[src/rtl/fe_ci_if.sv]
// Handshake and custom-instruction signal bundle between the stream fabric,
// the sequencer (master) and its environment (slave).
`timescale 1ns/1ps
interface fe_ci_if #(
    parameter int FLT_DATA_WIDTH = 32,
    parameter int N_WIDTH        = 2,
    parameter int LEN_WIDTH      = 16
);
    logic                      cmd_valid;
    logic                      cmd_ready;
    logic [LEN_WIDTH-1:0]      cmd_len;
    logic                      in_valid;
    logic                      in_ready;
    logic [FLT_DATA_WIDTH-1:0] in_data;
    logic                      res_valid;
    logic                      res_ready;
    logic [FLT_DATA_WIDTH-1:0] res_data;
    logic                      res_err;
    logic                      ci_clk_en;
    logic                      ci_start;
    logic [N_WIDTH-1:0]        ci_n;
    logic [FLT_DATA_WIDTH-1:0] ci_dataa;
    logic [FLT_DATA_WIDTH-1:0] ci_datab;
    logic                      ci_done;
    logic [FLT_DATA_WIDTH-1:0] ci_result;
    logic                      busy;

    modport master (
        input  cmd_valid, cmd_len, in_valid, in_data, res_ready, ci_done, ci_result,
        output cmd_ready, in_ready, res_valid, res_data, res_err,
               ci_clk_en, ci_start, ci_n, ci_dataa, ci_datab, busy
    );

    modport slave (
        output cmd_valid, cmd_len, in_valid, in_data, res_ready, ci_done, ci_result,
        input  cmd_ready, in_ready, res_valid, res_data, res_err,
               ci_clk_en, ci_start, ci_n, ci_dataa, ci_datab, busy
    );
endinterface

[src/rtl/fe_ci_sequencer.sv]
// Drives CLEAR / GO-per-element-pair / READ on the function-evaluation
// custom instruction for each vector command and returns the accumulated sum.
`timescale 1ns/1ps
module fe_ci_sequencer #(
    parameter int                        FLT_DATA_WIDTH = 32,
    parameter int                        N_WIDTH        = 2,
    parameter int                        LEN_WIDTH      = 16,
    parameter int                        TIMEOUT_CYCLES = 1024,
    parameter logic [FLT_DATA_WIDTH-1:0] ERR_RESULT     = 32'h7FC00000
) (
    input  logic clk,
    input  logic rst_n,
    fe_ci_if.master bus
);
    typedef enum logic [2:0] {IDLE, CLR, GATH_A, GATH_B, GO, RD, WAIT, RES} state_t;

    localparam int                 WD_W    = $clog2(TIMEOUT_CYCLES + 1);
    localparam logic [WD_W-1:0]    WD_LAST = WD_W'(TIMEOUT_CYCLES - 1);
    localparam logic [N_WIDTH-1:0] N_CLEAR = N_WIDTH'(0);
    localparam logic [N_WIDTH-1:0] N_GO    = N_WIDTH'(1);
    localparam logic [N_WIDTH-1:0] N_READ  = N_WIDTH'(2);

    state_t                    state_q, state_d;
    state_t                    ret_q, ret_d;
    logic [LEN_WIDTH-1:0]      rem_q, rem_d;
    logic [N_WIDTH-1:0]        n_q, n_d;
    logic [FLT_DATA_WIDTH-1:0] dataa_q, dataa_d;
    logic [FLT_DATA_WIDTH-1:0] datab_q, datab_d;
    logic [FLT_DATA_WIDTH-1:0] res_q, res_d;
    logic                      err_q, err_d;
    logic [WD_W-1:0]           wd_q, wd_d;
    logic                      start;

    always_ff @(posedge clk or negedge rst_n) begin
        if (!rst_n) begin
            state_q <= IDLE;
            ret_q   <= IDLE;
            rem_q   <= '0;
            n_q     <= '0;
            dataa_q <= '0;
            datab_q <= '0;
            res_q   <= '0;
            err_q   <= 1'b0;
            wd_q    <= '0;
        end else begin
            state_q <= state_d;
            ret_q   <= ret_d;
            rem_q   <= rem_d;
            n_q     <= n_d;
            dataa_q <= dataa_d;
            datab_q <= datab_d;
            res_q   <= res_d;
            err_q   <= err_d;
            wd_q    <= wd_d;
        end
    end

    always_comb begin
        state_d = state_q;
        ret_d   = ret_q;
        rem_d   = rem_q;
        n_d     = n_q;
        dataa_d = dataa_q;
        datab_d = datab_q;
        res_d   = res_q;
        err_d   = err_q;
        wd_d    = wd_q;
        case (state_q)
            IDLE: if (bus.cmd_valid) begin
                rem_d   = bus.cmd_len;
                n_d     = N_CLEAR;
                state_d = CLR;
            end
            CLR: begin
                ret_d   = GATH_A;
                wd_d    = WD_W'(1);
                state_d = WAIT;
            end
            GATH_A: begin
                if (rem_q == '0) begin
                    n_d     = N_READ;
                    state_d = RD;
                end else if (bus.in_valid) begin
                    dataa_d = bus.in_data;
                    rem_d   = rem_q - LEN_WIDTH'(1);
                    if (rem_q == LEN_WIDTH'(1)) begin
                        // odd tail: pad with zero, the accelerator maps 0 to 0
                        datab_d = '0;
                        n_d     = N_GO;
                        state_d = GO;
                    end else begin
                        state_d = GATH_B;
                    end
                end
            end
            GATH_B: if (bus.in_valid) begin
                datab_d = bus.in_data;
                rem_d   = rem_q - LEN_WIDTH'(1);
                n_d     = N_GO;
                state_d = GO;
            end
            GO: begin
                ret_d   = GATH_A;
                wd_d    = WD_W'(1);
                state_d = WAIT;
            end
            RD: begin
                ret_d   = RES;
                wd_d    = WD_W'(1);
                state_d = WAIT;
            end
            WAIT: begin
                // wd_q counts cycles since the start pulse; done wins over expiry
                if (bus.ci_done) begin
                    state_d = ret_q;
                    if (ret_q == RES) begin
                        res_d = bus.ci_result;
                        err_d = 1'b0;
                    end
                end else if (wd_q >= WD_LAST) begin
                    res_d   = ERR_RESULT;
                    err_d   = 1'b1;
                    state_d = RES;
                end else begin
                    wd_d = wd_q + WD_W'(1);
                end
            end
            RES: if (bus.res_ready) state_d = IDLE;
            default: state_d = IDLE;
        endcase
    end

    assign start         = (state_q == CLR) || (state_q == GO) || (state_q == RD);
    assign bus.cmd_ready = (state_q == IDLE);
    assign bus.in_ready  = ((state_q == GATH_A) && (rem_q != '0)) || (state_q == GATH_B);
    assign bus.res_valid = (state_q == RES);
    assign bus.res_data  = res_q;
    assign bus.res_err   = err_q;
    assign bus.ci_start  = start;
    assign bus.ci_clk_en = start;
    assign bus.ci_n      = n_q;
    assign bus.ci_dataa  = dataa_q;
    assign bus.ci_datab  = datab_q;
    assign bus.busy      = (state_q != IDLE);
endmodule
[src/flat_wrapper.sv]
// flat-port wrapper written by rule: the top's interface ports become plain ports
module fe_ci_sequencer_flat 
#(
    parameter int                        FLT_DATA_WIDTH = 32,
    parameter int                        N_WIDTH        = 2,
    parameter int                        LEN_WIDTH      = 16,
    parameter int                        TIMEOUT_CYCLES = 1024,
    parameter logic [FLT_DATA_WIDTH-1:0] ERR_RESULT     = 32'h7FC00000
)
  (clk, rst_n, bus_cmd_valid, bus_cmd_len, bus_in_valid, bus_in_data, bus_res_ready, bus_ci_done, bus_ci_result, bus_cmd_ready, bus_in_ready, bus_res_valid, bus_res_data, bus_res_err, bus_ci_clk_en, bus_ci_start, bus_ci_n, bus_ci_dataa, bus_ci_datab, bus_busy);
  fe_ci_if #(.FLT_DATA_WIDTH(FLT_DATA_WIDTH), .N_WIDTH(N_WIDTH), .LEN_WIDTH(LEN_WIDTH)) bus_i ();
  input  logic clk;
  input  logic rst_n;
  input wire logic [$bits(bus_i.cmd_valid)-1:0] bus_cmd_valid;
  input wire logic [$bits(bus_i.cmd_len)-1:0] bus_cmd_len;
  input wire logic [$bits(bus_i.in_valid)-1:0] bus_in_valid;
  input wire logic [$bits(bus_i.in_data)-1:0] bus_in_data;
  input wire logic [$bits(bus_i.res_ready)-1:0] bus_res_ready;
  input wire logic [$bits(bus_i.ci_done)-1:0] bus_ci_done;
  input wire logic [$bits(bus_i.ci_result)-1:0] bus_ci_result;
  output wire logic [$bits(bus_i.cmd_ready)-1:0] bus_cmd_ready;
  output wire logic [$bits(bus_i.in_ready)-1:0] bus_in_ready;
  output wire logic [$bits(bus_i.res_valid)-1:0] bus_res_valid;
  output wire logic [$bits(bus_i.res_data)-1:0] bus_res_data;
  output wire logic [$bits(bus_i.res_err)-1:0] bus_res_err;
  output wire logic [$bits(bus_i.ci_clk_en)-1:0] bus_ci_clk_en;
  output wire logic [$bits(bus_i.ci_start)-1:0] bus_ci_start;
  output wire logic [$bits(bus_i.ci_n)-1:0] bus_ci_n;
  output wire logic [$bits(bus_i.ci_dataa)-1:0] bus_ci_dataa;
  output wire logic [$bits(bus_i.ci_datab)-1:0] bus_ci_datab;
  output wire logic [$bits(bus_i.busy)-1:0] bus_busy;
  assign bus_i.cmd_valid = bus_cmd_valid;
  assign bus_i.cmd_len = bus_cmd_len;
  assign bus_i.in_valid = bus_in_valid;
  assign bus_i.in_data = bus_in_data;
  assign bus_i.res_ready = bus_res_ready;
  assign bus_i.ci_done = bus_ci_done;
  assign bus_i.ci_result = bus_ci_result;
  assign bus_cmd_ready = bus_i.cmd_ready;
  assign bus_in_ready = bus_i.in_ready;
  assign bus_res_valid = bus_i.res_valid;
  assign bus_res_data = bus_i.res_data;
  assign bus_res_err = bus_i.res_err;
  assign bus_ci_clk_en = bus_i.ci_clk_en;
  assign bus_ci_start = bus_i.ci_start;
  assign bus_ci_n = bus_i.ci_n;
  assign bus_ci_dataa = bus_i.ci_dataa;
  assign bus_ci_datab = bus_i.ci_datab;
  assign bus_busy = bus_i.busy;
  fe_ci_sequencer #(.FLT_DATA_WIDTH(FLT_DATA_WIDTH), .N_WIDTH(N_WIDTH), .LEN_WIDTH(LEN_WIDTH), .TIMEOUT_CYCLES(TIMEOUT_CYCLES), .ERR_RESULT(ERR_RESULT)) u_core (.clk(clk), .rst_n(rst_n), .bus(bus_i));
endmodule
[config.mk]
export PLATFORM = sky130hd
export DESIGN_NAME = fe_ci_sequencer_flat
export DESIGN_NICKNAME = d
export VERILOG_FILES = /design/src/rtl/fe_ci_if.sv /design/src/rtl/fe_ci_sequencer.sv /design/src/flat_wrapper.sv
export SDC_FILE = /design/constraint.sdc
export NUM_CORES = 1
export LEC_CHECK = 0
export ABC_AREA = 0
export CAP_MARGIN = 15
export CORE_MARGIN = 3
export CORE_UTILIZATION = 41
export CTS_BUF_LIST = sky130_fd_sc_hd__clkbuf_8
export CTS_CLUSTER_SIZE = 28
export DETAILED_ROUTE_END_ITERATION = 10
export DONT_BUFFER_PORTS = 1
export GPL_ROUTABILITY_DRIVEN = 0
export SLEW_MARGIN = 20
export SYNTH_ARGS = -nofsm -noshare
export SYNTH_HDL_FRONTEND = slang
export SYNTH_SLANG_ARGS = --single-unit
[constraint.sdc]
create_clock -name clk -period 2.71 [get_ports clk]
set_clock_uncertainty 0.2 [all_clocks]
set_input_delay 0.6775 -clock clk [delete_from_list [all_inputs] [get_ports clk]]
set_output_delay 0.6775 -clock clk [all_outputs]
set_load 0.01 [all_outputs]
; ---- Yosys cells after proc, flatten, opt, wreduce, memory -nomap -nowiden
; Index checks and enable logic that the tools add are counted.
[totals]
wordCells = 90
latch_bits = 0
romBits = 0
register_bits = 132
memories = 0
output_inout_bits = 105
in_bits = 86
ramBits = 0
[op_classes]
n_bitwise = 1
n_mux = 34
magnitude_cmp = 1
div_mod_pow = 0
reduce_logical = 22
eq_ne = 21
n_mul = 0
addsub = 2
shift = 0
[ops]
columns = cell, n
row1 = $mux W32, 7
row2 = $pmux W32 S2, 1
row3 = $mux W16, 3
row4 = $pmux W16 S3, 1
row5 = $mux W3, 8
row6 = $mux W11, 2
row7 = $pmux W11 S2, 1
row8 = $pmux W3 S6, 1
row9 = $eq A16 B1 Y1 const B, 1
row10 = $logic_not A16 Y1, 1
row11 = $reduce_bool A16 Y1, 1
row12 = $sub A16 B1 Y16 const B, 1
row13 = $eq A3 B3 Y1 const B, 5
row14 = $reduce_and A5 Y1, 3
row15 = $ne A2 B2 Y1 const B, 7
row16 = $reduce_and A3 Y1, 4
row17 = $add A11 B1 Y11 const B, 1
row18 = $ge A11 B10 Y1 const B, 1
row19 = $mux W2, 5
row20 = $reduce_bool A2 Y1, 4
row21 = $eq A3 B2 Y1 const B, 2
row22 = $ne A3 B2 Y1 const B, 2
row23 = $pmux W2 S3, 1
row24 = $pmux W3 S2, 1
row25 = other kinds (11), 17

; ---- Depth between registers and ports, before layout
[logic_depth]
depth_word = 5
depth_mapped = 8
mapped_depth_nobuf = 7

; ---- Worst setup path before layout
; Ideal clock, no wire load.
[synth_timing]
kind = register to register
from = register u_core.rem_q[0]
to = register u_core.rem_q[10]
period_less_slack_ns = 2.299
path_buffers = 1
stages_incl_launch_ff = 9
path_slack_ns = 0.411
t_arrival_ns = 1.978
cell_sequence = dfrtp_1 inv_1 ha_1 nor3b_2 nand4_2 o41ai_2 buf_2 a21oi_1 o22a_1
[synth_between]
elab_chain_len = 4
word_cells_on_any_way = 7
[synth_rtl]
columns = item, line
row1 = "start, declared", fe_ci_sequencer.sv:25  ; logic [LEN_WIDTH-1:0] rem_q, rem_d;
row2 = "start signal, assigned", fe_ci_sequencer.sv:48  ; rem_q <= rem_d;
row3 = $sub A16 B1 Y16, "fe_ci_sequencer.sv:85, fe_ci_sequencer.sv:98"
row4 = $mux W16, "fe_ci_sequencer.sv:83, fe_ci_sequencer.sv:96"
row5 = $mux W16, fe_ci_sequencer.sv:80  ; if (rem_q == '0) begin
row6 = $pmux W16 S3, fe_ci_sequencer.sv:68  ; case (state_q)
; Several ways; a longest one is shown, not always the timed one. The select of a mux whose other input is x is not followed.
; A chain may end at the register's enable or synchronous reset.

; ---- Final worst setup path
[layout_timing]
from = register u_core.state_q[1]
to = output port bus_cmd_ready
[layout_between]
elab_chain_len = 1
[layout_rtl]
columns = item, line
row1 = "start, declared", fe_ci_sequencer.sv:23  ; state_t state_q, state_d;
row2 = "start signal, assigned", fe_ci_sequencer.sv:46  ; state_q <= state_d;
row3 = $logic_not A3 Y1, fe_ci_sequencer.sv:134  ; assign bus.cmd_ready = (state_q == IDLE);
row4 = "end, declared", flat_wrapper.sv:21  ; output wire logic [$bits(bus_i.cmd_ready)-1:0] bus_cmd_ready;
; No other way between the ends.

==> flow_summary.ini <==
[final_layout]
fillers = 1219
final_net_count = 565
area_growth_pct = 11.42
final_util_pct = 47.28
final_area_mm2 = 0.006336
drive_gt1_share_pct = 20.25
n_antenna_cell = 0

[critical_path]
required_ns = 1.83
reg2reg_to = u_core.bus.ci_datab[30]
r2r_cells = 6
cp.arrival_ns = 1.74
endpoint_kind = output pin
cp.buffers_inverters = 2
crit_chain = buf_4 -> or3_1 -> inv_1
r2r_slack_ns = 0.26
cp-start-kind = flip-flop
crit_fanout = 13
path_class = flip-flop to output pin
crit_family = flip-flops
critPathSlowestCell = dfrtp_1
slowest_delay_ns = 0.45
r2r_start = u_core.rem_q[6]

[route]
drt-pass1-iter-count = 5
antenna_left = 0
drt_wl_total_um = 13280
wl_per_cell_um = 19.97
drtIter0Drc = 223
vias = 3897
drc = 0
viasPerCell = 5.860

[logic_synthesis]
synth_top_family_by_area = compound AO/OA/AOI/OAI gates
ys_seq_area_share_pct = 57.65
ys_warn_count = 0
synth-edff-count = 0
synth_compound_area_share_pct = 21.01
syn_nets = 560
synthArstFlopShare_pct = 100.0
synth_fa_ha_area_share_pct = 0.6601
synth_cells = 471
synthMuxAreaShare_pct = 7.063
synthXorXnorAreaFrac_pct = 0
ys.flop_type = dfrtp_1
netlist-cell-type-count = 62
syn_area_per_cell_um2 = 12.07
synth_area_mm2 = 0.005687
yosys.area_share.simple_pct = 10.17
ys_ff_latch = 131

[die]
io_pins = 191
die_w_um = 123.8
start_util_pct = 42.44
die_h_um = 123.8
fp-row-count = 42
coreArea_mm2 = 0.01340
die-area_mm2 = 0.01532

[outcome]
status = complete, but fails checks
violations = hold timing

[clock_tree]
clk_latency_ns = 0.43
cts.clk_slew.worst_paths_ns = 0.08
clock_sinks = 131
clockRootBuffer = clkbuf_8
htree_levels = 4
cts_buffers = 17
clockBufferDepth = 2
tritoncts = done

[grt]
grt_pass1_wl_um = 20050
grt_pass1_vias = 3849
grt.total_usage_pct = 16.80
overflow = 0
grt_max_degree = 132
antenna_found_initial = 0

[place]
port_buffers = 0
pre_cts_ws_ns = 0.2780
dpl-instance-area_mm2 = 0.005881
dpl.hpwl_um = 9091

[timing]
finalSetupViolCount = 0
hold_violations = 131
fmax_mhz = 382.7
final-max-slew-violation-count = 0
holdWs_ns = -0.2698
worstMarginPinSlew_ns = 0.9485
finalWorstSetupSlack_ns = 0.09716
relSlewSlack_pct = 36.46
post-route-min-period_ns = 2.613
fin_crit_sh_pct = 96.41

[min_path]
hp-class = primary input to asynchronous set/reset pin

[job]
max-cap-violations = 0

[pwr]
power.density_mw_per_mm2 = 1252
leakagePower_nw = 2.798
ir_drop_v = 0.0004181
p_total_mw = 7.931
## cells by family after synthesis
logic type                 Yosys count
and+or+nand+nor                    105
adders and majority gates            3
buffers and inverters               37
DFF                                131
AOI/OAI and AO/OA                  159
muxes                               36
## cell usage in the layout (no fill, tap or decap), types with 4 or more instances in the layout
master    instances
nor2_1           39
nor2b_1           4
nand2_1          10
a22o_1           57
nor4_1            4
o21ai_1          12
a21oi_1          23
mux2_2           31
clkbuf_8         21
o21ai_0          22
o21a_1            4
and3_1            8
nand3_1           7
buf_4            17
nor3_1           10
dfrtp_1         129
inv_1             6
a31oi_1           4
o22a_1           12
## stage by stage
step	hold slack, ns	setup TNS [ns]	instances
6_report	-0.2698	0	665
5_1_grt	-0.3238	-0.001968	665
2_1_floorplan	0.1819	0	471
4_1_cts	-0.3053	0	665
3_3_place_gp	0.1846	0	632
3_5_place_dp	0.1849	0	632
## how the worst max path moves through the flow
stage | startpoint | cells past startpoint | to | slack (ns)
after floorplan | u_core.rem_q[0] | 8 | u_core.rem_q[10] | 0.41
after detailed placement | u_core.rem_q[6] | 5 | u_core.bus.ci_datab[30] | 0.28
final | u_core.state_q[1] | 3 | bus_cmd_ready | 0.1
after CTS | u_core.rem_q[0] | 5 | bus_in_ready | 0.06
after global placement | u_core.wd_q[0] | 7 | u_core.wd_q[3] | 0.33
after global routing | u_core.state_q[1] | 3 | bus_cmd_ready | -0.002
## cell usage after synthesis, types with 3 or more instances
library cell	number	area, µm²
nor2b_1	4	25.02
a31oi_1	4	25.02
o21a_1	4	30.03
mux2i_1	3	30.03
buf_2	7	35.03
dfrtp_1	131	3278
nand3_1	7	35.03
clkbuf_1	18	67.56
a22o_1	57	499.2
and3_1	8	50.05
nand2b_1	3	18.77
o22a_1	12	105.1
ha_1	3	37.54
nor4_1	4	25.02
a21oi_1	23	115.1
o21ai_0	22	110.1
nor2_1	39	146.4
o21ai_1	12	60.06
nand2_1	11	41.29
buf_6	6	67.56
inv_1	5	18.77
mux2_2	31	349.1
nor3_1	10	50.05
## power by group
part           total, mW  internal (mW)  switching (mW)
Combinational       2.24           1.14            1.10
Sequential          3.92           2.81            1.11
Clock               1.78           1.01           0.765
Total               7.93           4.95            2.98
## layer usage
| layer | vias up | wire length, µm | track usage [%] |
|---|---|---|---|
| met1 | 1940 | 5356 | 21.30 |
| li1 | 1767 | - | - |
| met4 | 0 | 148 | 5.260 |
| met5 | - | 0 | 0 |
| met2 | 179 | 6265 | 26.02 |
| met3 | 11 | 1512 | 7.221 |
## repair_timing
item                                    CTS  global route
resized for setup                         1             3
setup buffers                             1             0
hold endpoints to repair                131           131
pin swaps                                 2             1
endpoints found under the setup margin    1             4
## state kept, by name (all words and copies together), names as in the netlist
name / flops
u_core.rem_q: 16
u_core.bus.res_data: 32
u_core.bus.ci_n: 2
u_core.wd_q: 11
u_core.bus.ci_dataa: 32
u_core.state_q: 3
u_core.bus.ci_datab: 32
u_core.bus.res_err: 1
u_core.ret_q: 2
## area by class of cell
cell class	count	area [µm²]	share of cell area, %
Inverter	5	18.77	0.2962
Clock buffer	21	289.0	4.562
Tap cell	176	220.2	3.476
Timing Repair Buffer	18	147.6	2.330
Multi-Input combinational cell	303	2228	35.17
Clock inverter	11	151.4	2.389
Sequential cell	131	3281	51.78
Note: power is estimated with default switching activity, not from simulation.
==> RTL edit: new RTL, config.mk and constraints unchanged <==
Make the reset (`rst_n`) synchronous in one clocked block.
--- a/src/rtl/fe_ci_sequencer.sv
+++ b/src/rtl/fe_ci_sequencer.sv
@@ -33,3 +33,3 @@
 
-    always_ff @(posedge clk or negedge rst_n) begin
+    always_ff @(posedge clk) begin
         if (!rst_n) begin
Check against the original RTL: differs if rst_n is asserted again (counterexample within 4 cycles, from zero or initial values and one cycle with rst_n low); with rst_n held inactive, the same outputs for 10 cycles.
==> RTL edit against the original RTL <==
Worst setup slack got worse by 0.015 ns. Synthesized cell count rose by 43%. Routed wire length up 13%. Synthesized area is 1.4% lower. Sequential share of layout area is 10 points lower. Design area is 0.53% lower. First-iteration DRC count grew 25%. Sequential power is 37% lower. Total power is 14% lower. Combinational power grew 11%. Clock power up 6%. Sequential cell count is the same. Cell count rose by 29%. Critical endpoint is now bus_ci_start. Largest cell class is now multi-input combinational cells.
==> RTL edit: results (changes against the original RTL) <==
metric,value,unit,change
Post-Route WL,15000,um,+13%
Crit path max-delay family,simple AND/OR/NAND/NOR gates,,
number of warnings issued by yosys,0,,unchanged
net total in the final layout,756,,+34%
Post-Synthesis Cells,674,,+43%
Post-Synth XOR/XNOR Area,0,%,unchanged
layer carrying the most global-route usage,met2,,
largest voltage drop on the vdd net,0.000395,V,-5.6%
number of different library cells in the post-synthesis netlist,53,,-15%
maximum number of pins on one net before global-route repair,67,,-49%
antenna diode count,0,,unchanged
leading post-synthesis cells by instance count,"168 x sky130_fd_sc_hd__nand2_1, 131 x sky130_fd_sc_hd__dfxtp_1, 63 x sky130_fd_sc_hd__a21oi_1, 50 x sky130_fd_sc_hd__nor2_1, 37 x sky130_fd_sc_hd__clkbuf_1",,
M1 WL,6030,um,+13%
hold slack final,0.167,ns,+0.437 ns
Crit-path slowest cell,sky130_fd_sc_hd__dfxtp_1,,
complex-gate fraction of the synthesized area,19.4,%,-1.7 points
placed cells,821,,+30%
net count after synthesis,763,,+36%
final slew viol count,0,,unchanged
share of flip-flops with an asynchronous set or reset,0,%,-100 points
DRC marker count from the first detailed-route iteration,278,,+25%
global-route usage over all layers,19.6,%,+2.8 points
cell count of the worst hold path,2,,
met2 Track Usage GR,31.1,%,+5.0 points
met1 global-route usage,23.0,%,+1.7 points
largest driver fanout on the critical path,11,,-2
adder and majority cell fraction of the synthesized area,0.670,%,+0.0096 points
Max transition margin,54.0,%,+18 points
P_leak,2.16,nW,-23%
maximum buffer depth of the clock tree,2,,unchanged
routed wire length per instance,17.5,um,-12%
launch instance of the worst register-to-register path,u_core.wd_q[0],,
mux cell area share after synthesis,5.89,%,-1.2 points
R2R Setup Slk,0.30,ns,+0.04 ns
met3 Resource Use GR,7.78,%,+0.56 points
sequential share of the synthesized area,46.8,%,-11 points
number of CTS-inserted buffers,17,,unchanged
top area cells in the synthesized netlist,"sky130_fd_sc_hd__dfxtp_1 47%, sky130_fd_sc_hd__nand2_1 11%, sky130_fd_sc_hd__mux2i_1 5.9%, sky130_fd_sc_hd__a21oi_1 5.6%, sky130_fd_sc_hd__nor2_1 3.3%",,
WL met3,1480,um,-2.3%
via count of the first global-routing pass,4749,,+23%
Detail Placement HPWL,10500,um,+16%
detailed-routed wire length on met2,7020,um,+12%
placement-stage cell area,0.00580,mm^2,-1.4%
post-DR vias/cell,5.69,,-2.8%
status,"complete, no violations",,
first-pass GRT wire length,23500,um,+17%
end point of the worst hold path,u_core.bus.ci_dataa[26],,
Reg2Reg Capture Point,u_core.wd_q[2],,
post-place setup slack,0.290,ns,+0.0118 ns
fill count,1274,,+4.5%
class of the most critical hold timing path,input port to register,,
fraction of final layout cells sized beyond drive strength 1,12.1,%,-8.2 points
maximum single-stage delay on the critical path,0.58,ns,+0.13 ns
-- RTL edit: cell count changes after synthesis, moves of 12 or more --
cell | before | now
sky130_fd_sc_hd__clkbuf_1 | 18 | 37
sky130_fd_sc_hd__a21oi_1 | 23 | 63
sky130_fd_sc_hd__o22a_1 | 12 | 0
sky130_fd_sc_hd__a22oi_1 | 1 | 23
sky130_fd_sc_hd__dfxtp_1 | 0 | 131
sky130_fd_sc_hd__dfrtp_1 | 131 | 0
sky130_fd_sc_hd__nand2_1 | 11 | 168
sky130_fd_sc_hd__a22o_1 | 57 | 2
sky130_fd_sc_hd__o21ai_1 | 12 | 0
sky130_fd_sc_hd__mux2_2 | 31 | 0
sky130_fd_sc_hd__mux2i_1 | 3 | 33
-- RTL edit: cell type report --
cell class	count	area (um^2)	share of cell area (%)
Clock inverter	11	174	2.76
Inverter	10	37.5	0.596
Multi-Input combinational cell	481	2740	43.5
Timing Repair Buffer	26	220	3.49
Sequential cell	131	2620	41.6
Tap cell	176	220	3.49
Clock buffer	21	289	4.59
-- RTL edit: worst max path at each step --
stage	slack [ns]	end	from
3_3_place_gp	0.35	u_core.wd_q[2]	bus_ci_done
4_1_cts	0.04	bus_in_ready	u_core.rem_q[0]
6_report	0.08	bus_ci_start	u_core.state_q[0]
5_1_grt	0.008	bus_in_ready	u_core.rem_q[0]
3_5_place_dp	0.29	u_core.wd_q[4]	bus_ci_done
2_1_floorplan	0.36	u_core.wd_q[2]	bus_ci_done
-- RTL edit: report_power, final --
group	internal (mW)	switching [mW]
clock network	1.11	0.779
logic	0.974	1.52
registers	2.15	0.331
-- RTL edit: what timing repair did --
item / CTS / global route
resized for setup: 2 / 1
setup endpoints to repair: 1 / 1
hold buffers: 0 / 0
pin swaps: 2 / 1
setup buffers: 1 / 2
